**src/rtl/wbu_if.sv**
```systemverilog
// wbu_if: load/store result handshake, fetch PC handoff, register read ports and retirement status of the write-back stage.
interface wbu_if;
    logic         lsu_valid;
    logic [103:0] lsu_data;
    logic         wbu_ready;
    logic         wbu_valid;
    logic [31:0]  wbu_pc;
    logic         ifu_ready;
    logic [4:0]   rs1_addr;
    logic [4:0]   rs2_addr;
    logic [31:0]  rs1_data;
    logic [31:0]  rs2_data;
    logic         halt;
    logic [31:0]  halt_code;
    logic [63:0]  instret;

    modport slave (
        input  lsu_valid, lsu_data, ifu_ready, rs1_addr, rs2_addr,
        output wbu_ready, wbu_valid, wbu_pc, rs1_data, rs2_data, halt, halt_code, instret
    );

    modport master (
        output lsu_valid, lsu_data, ifu_ready, rs1_addr, rs2_addr,
        input  wbu_ready, wbu_valid, wbu_pc, rs1_data, rs2_data, halt, halt_code, instret
    );
endinterface

```
**src/rtl/wbu.sv**
```systemverilog
// wbu: write-back stage; owns the integer register file with bypassed read ports,
// hands the next PC to fetch, counts retired instructions and latches the ebreak halt.
module wbu #(
    parameter int NR_REG = 32
) (
    input logic  clk,
    input logic  rst,
    wbu_if.slave bus
);
    localparam int AW = $clog2(NR_REG);

    typedef enum logic [1:0] {S_IDLE, S_COMMIT, S_HALT} state_t;

    state_t      state_q, state_d;
    logic [31:0] rf_q [NR_REG];
    logic [31:0] pc_q, pc_d;
    logic [63:0] instret_q, instret_d;
    logic [31:0] wdata;
    logic [4:0]  rd;
    logic        accept;
    logic        wen;
    logic [4:0]  ra [3];
    logic [31:0] rv [3];

    assign rd     = bus.lsu_data[7:3];
    assign wdata  = bus.lsu_data[1] ? bus.lsu_data[71:40] : bus.lsu_data[103:72];
    assign accept = bus.lsu_valid && state_q == S_IDLE;
    assign wen    = accept && bus.lsu_data[2] && !bus.lsu_data[0] && rd != 5'd0 && {27'd0, rd} < NR_REG;

    // Three read ports share one rule: x0 and unimplemented indices read 0, same-cycle writes bypass.
    always_comb begin
        ra = '{bus.rs1_addr, bus.rs2_addr, 5'd10};
        rv = '{default: '0};
        for (int i = 0; i < 3; i++)
            rv[i] = (ra[i] == 5'd0 || {27'd0, ra[i]} >= NR_REG) ? 32'd0 :
                    (wen && ra[i] == rd) ? wdata : rf_q[ra[i][AW-1:0]];
    end

    always_comb begin
        state_d   = state_q;
        pc_d      = pc_q;
        instret_d = instret_q;
        if (accept) begin
            pc_d      = bus.lsu_data[39:8];
            instret_d = instret_q + 64'd1;
            state_d   = bus.lsu_data[0] ? S_HALT : S_COMMIT;
        end else if (state_q == S_COMMIT && bus.ifu_ready) begin
            state_d = S_IDLE;
        end
    end

    always_ff @(posedge clk) begin
        if (rst) begin
            state_q   <= S_IDLE;
            pc_q      <= '0;
            instret_q <= '0;
            for (int i = 0; i < NR_REG; i++)
                rf_q[i] <= '0;
        end else begin
            state_q   <= state_d;
            pc_q      <= pc_d;
            instret_q <= instret_d;
            if (wen)
                rf_q[rd[AW-1:0]] <= wdata;
        end
    end

    assign bus.wbu_ready = state_q == S_IDLE;
    assign bus.wbu_valid = state_q == S_COMMIT;
    assign bus.halt      = state_q == S_HALT;
    assign bus.wbu_pc    = pc_q;
    assign bus.instret   = instret_q;
    assign bus.rs1_data  = rv[0];
    assign bus.rs2_data  = rv[1];
    assign bus.halt_code = rv[2];
endmodule

```
**src/flat_wrapper.sv**
```systemverilog
// flat-port wrapper written by rule: the top's interface ports become plain ports
module wbu_flat 
#(
    parameter int NR_REG = 32
)
  (clk, rst, bus_lsu_valid, bus_lsu_data, bus_ifu_ready, bus_rs1_addr, bus_rs2_addr, bus_wbu_ready, bus_wbu_valid, bus_wbu_pc, bus_rs1_data, bus_rs2_data, bus_halt, bus_halt_code, bus_instret);
  wbu_if bus_i ();
  input logic clk;
  input logic rst;
  input wire logic [$bits(bus_i.lsu_valid)-1:0] bus_lsu_valid;
  input wire logic [$bits(bus_i.lsu_data)-1:0] bus_lsu_data;
  input wire logic [$bits(bus_i.ifu_ready)-1:0] bus_ifu_ready;
  input wire logic [$bits(bus_i.rs1_addr)-1:0] bus_rs1_addr;
  input wire logic [$bits(bus_i.rs2_addr)-1:0] bus_rs2_addr;
  output wire logic [$bits(bus_i.wbu_ready)-1:0] bus_wbu_ready;
  output wire logic [$bits(bus_i.wbu_valid)-1:0] bus_wbu_valid;
  output wire logic [$bits(bus_i.wbu_pc)-1:0] bus_wbu_pc;
  output wire logic [$bits(bus_i.rs1_data)-1:0] bus_rs1_data;
  output wire logic [$bits(bus_i.rs2_data)-1:0] bus_rs2_data;
  output wire logic [$bits(bus_i.halt)-1:0] bus_halt;
  output wire logic [$bits(bus_i.halt_code)-1:0] bus_halt_code;
  output wire logic [$bits(bus_i.instret)-1:0] bus_instret;
  assign bus_i.lsu_valid = bus_lsu_valid;
  assign bus_i.lsu_data = bus_lsu_data;
  assign bus_i.ifu_ready = bus_ifu_ready;
  assign bus_i.rs1_addr = bus_rs1_addr;
  assign bus_i.rs2_addr = bus_rs2_addr;
  assign bus_wbu_ready = bus_i.wbu_ready;
  assign bus_wbu_valid = bus_i.wbu_valid;
  assign bus_wbu_pc = bus_i.wbu_pc;
  assign bus_rs1_data = bus_i.rs1_data;
  assign bus_rs2_data = bus_i.rs2_data;
  assign bus_halt = bus_i.halt;
  assign bus_halt_code = bus_i.halt_code;
  assign bus_instret = bus_i.instret;
  wbu #(.NR_REG(NR_REG)) u_core (.clk(clk), .rst(rst), .bus(bus_i));
endmodule
```
**config.mk**
```make
export PLATFORM = sky130hd
export DESIGN_NAME = wbu_flat
export DESIGN_NICKNAME = d
export VERILOG_FILES = /design/src/rtl/wbu_if.sv /design/src/rtl/wbu.sv /design/src/flat_wrapper.sv
export SDC_FILE = /design/constraint.sdc
export NUM_CORES = 2
export LEC_CHECK = 0
export BUFFER_PORTS_ARGS = -buffer_cell sky130_fd_sc_hd__buf_2
export CORE_MARGIN = 3
export CORE_UTILIZATION = 31
export DETAILED_ROUTE_END_ITERATION = 6
export GPL_TIMING_DRIVEN = 1
export SYNTH_ARGS = -nofsm -noshare
export SYNTH_HDL_FRONTEND = slang
export SYNTH_SLANG_ARGS = --single-unit
```
**constraint.sdc**
```tcl
create_clock -name clk -period 4.36 [get_ports clk]
set_clock_uncertainty 0.05 [all_clocks]
set_input_delay 0.654 -clock clk [delete_from_list [all_inputs] [get_ports clk]]
set_output_delay 0.654 -clock clk [all_outputs]
set_load 0.02 [all_outputs]
```
==> flow_summary.toml <==
[routing]
drt_first_pass_iters = 5
avgRoutedWirePerCell_um = 29.0
drtIter0Drc = 5561
routed_wl_um = 208000
drc_errors = 0
vias = 42100
vias_per_cell = 5.86
drtAntennaViolNets = 0

[die]
ios = 313
die_area_um2 = 189000
initial_core_util = 0.313
die_y_um = 434
coreArea_um2 = 182000
dieWidth_um = 434
num_rows = 156

[global_routing]
antenna_found_initial = 7
grt_max_degree = 106
grt_pass1_vias = 41200
grt_pass1_wl_um = 297000
grt_overflow_total = 0
grt_usage = 0.216

[timing]
hold_ws_ns = 0.0642
finalSetupViolations = 0
worstMarginPinSlew_ns = 1.20
relSlewSlack = 0.198
drv_slew = 0
fin_crit_sh = 0.998
grt_setup_unrepaired = "no"
fmax_mhz = 230
hold_viol = 0
period_minus_slack_ns = 4.35

[cells_and_area]
final_cell_mix = "nor2_1, edfxtp_1, mux4_2"
drive_gt1_frac = 0.269
areaGrowthSynthToFinish_pct = 18.7
fin_util = 0.372
final_common_cell = "nor2_1"
nNetsFinal = 4821

[worst_setup_path]
critPathSlowestCell = "a211oi_2"
cp-end-kind = "output pin"
worstSetupPathType = "reg -> out"
cp_cell_sequence = "or3b_4, a211o_1, nor4_4, buf_12, nor3_1, a211oi_2, buf_2"
crit_fanout = 32
worst_setup_path_start_kind = "flop"
slowest_delay_ns = 0.54
path_delay_family = "simple AND/OR/NAND/NOR gates"
arrival_ns = 3.65
cp.required_ns = 3.66
crit_buf_inv = 2

[place]
portBuffers = 312
routabilityCongestion = 0.906
dp_hpwl_um = 137000

[synth]
synth_edf_count = 1024
syn_inst = 4404
avgSynthCellArea_um2 = 12.9
synth_ff_type = "edfxtp_1"
syn-cell-area_um2 = 56900
ys_seq_area_frac = 0.575
synth.distinct_cells = 52
yosys_warnings = 0
async_flop_share = 0
ys_seq_elements = 1122

[clock_tree]
cts_tree = "built"
clockBufferDepth = 3
clock_sink_count = 1122
htreeDepth = 4
numCtsBuffers = 131
cts.clk_slew.worst_paths_ns = 0.06
cts_root_buffer = "clkbuf_16"
insertion_delay_ns = 0.78

[run_status]
status = "finished clean"

[run]
maxCapViolations = 0

[pwr]
p_per_area_nw_per_um2 = 394
ir_drop_mv = 0.451
leakagePower_nw = 24.7

[worst_hold_path]
hp-class = "in -> reg"
-- routing by layer --
layer  share of wire  up-vias  wire (µm)  track usage
li1                -    17400          -            -
met1            0.37    21400      76500        0.274
met2            0.47     2788      97300        0.345
met3            0.11      500      23700       0.0554
met4           0.051        0      10700        0.105
met5               0        -          0            0
-- cell type report --
cell class	count	area, µm²
antenna	7	17.5
clock buffer	159	3450
clock inverter	79	806
fill	17200	114000
inverter	10	37.5
multi-input combinational	2848	23000
sequential	1122	32700
tap	2370	2970
timing repair buffer	589	4480
-- worst reg2reg max path: cells and delay by family (launching register included) --
kind | cells | cell delay (ns)
buf+inv | 1 | 0.52
flops | 1 | 0.37
simple gates | 5 | 1.93
-- power by group --
part / internal (W) / switching, W / leakage (nW)
Sequential: 0.0121 / 0.000194 / 11.5
Clock: 0.00630 / 0.00475 / 2.08
Combinational: 0.00121 / 0.00211 / 11.2
-- kinds of logic (layout without fill, tap and decap cells) --
kind of cell	Yosys count	after routing	synth area share
fa+ha+maj	1	1	0.000220
mux	668	668	0.204
xor+xnor	32	32	0.00493
flops	1122	1122	0.575
compound gates	681	681	0.0774
other cells	1	39	0.0000659
simple gates	1434	1434	0.106
buf+inv	465	837	0.0324
-- Yosys cell counts (all sizes together), types with 52 or more instances --
cell | n | area (µm²)
mux2i | 250 | 2500
nand2 | 164 | 616
mux4 | 391 | 8810
a21oi | 131 | 656
o21a | 52 | 390
clkbuf | 332 | 1250
o22ai | 173 | 1080
dfxtp | 98 | 1960
a22oi | 63 | 473
o21ai | 103 | 515
nor2 | 1041 | 3910
buf | 123 | 559
edfxtp | 1024 | 30700
-- per-stage QoR --
stage / area (µm²) / TNS [ns] / setup WS, ns / power (W) / cells
after global placement: 63100 / -0.563 / -0.181 / 0.0157 / 6932
after detailed placement: 63100 / -0.316 / -0.196 / 0.0157 / 6932
after CTS: 67500 / 0 / 0.00828 / 0.0267 / 7177
after global routing: 67500 / 0 / 0.00101 / 0.0273 / 7181
final: 67500 / 0 / 0.00903 / 0.0266 / 7184
after floorplan: 57000 / 0 / 0.818 / 0.0142 / 4435
-- flip-flops by register name, summed over array words and instances, names as in the netlist --
name,flops
u_core.rf_q,1024
u_core.bus.instret,64
u_core.state_q,2
u_core.bus.wbu_pc,32
-- final timing paths --
path	start	endpoint	slack (ns)	cells past startpoint
worst max-delay path	u_core.state_q[1]$_SDFFE_PP0P_	bus_rs1_data[5]	0.009	7
worst min-delay path	bus_lsu_data[32]	u_core.bus.wbu_pc[24]$_SDFFE_PP0N_	0.06	3
worst max register to register	u_core.state_q[1]$_SDFFE_PP0P_	u_core.rf_q[14][11]$_SDFFCE_PN0P_	1.08	6
worst min register to register	u_core.bus.wbu_pc[3]$_SDFFE_PP0N_	u_core.bus.wbu_pc[3]$_SDFFE_PP0N_	0.40	2
-- what timing repair did --
item | in CTS | in global routing
hold buffers | 4 | 0
gates resized for setup | 12 | 0
endpoints found under the setup margin | 10 | 2
gates cloned | 2 | 0
buffers inserted | 1 | 0
endpoints found under the hold margin | 4 | 0
pin swaps | 4 | 2
(Power assumes the default switching activity.)
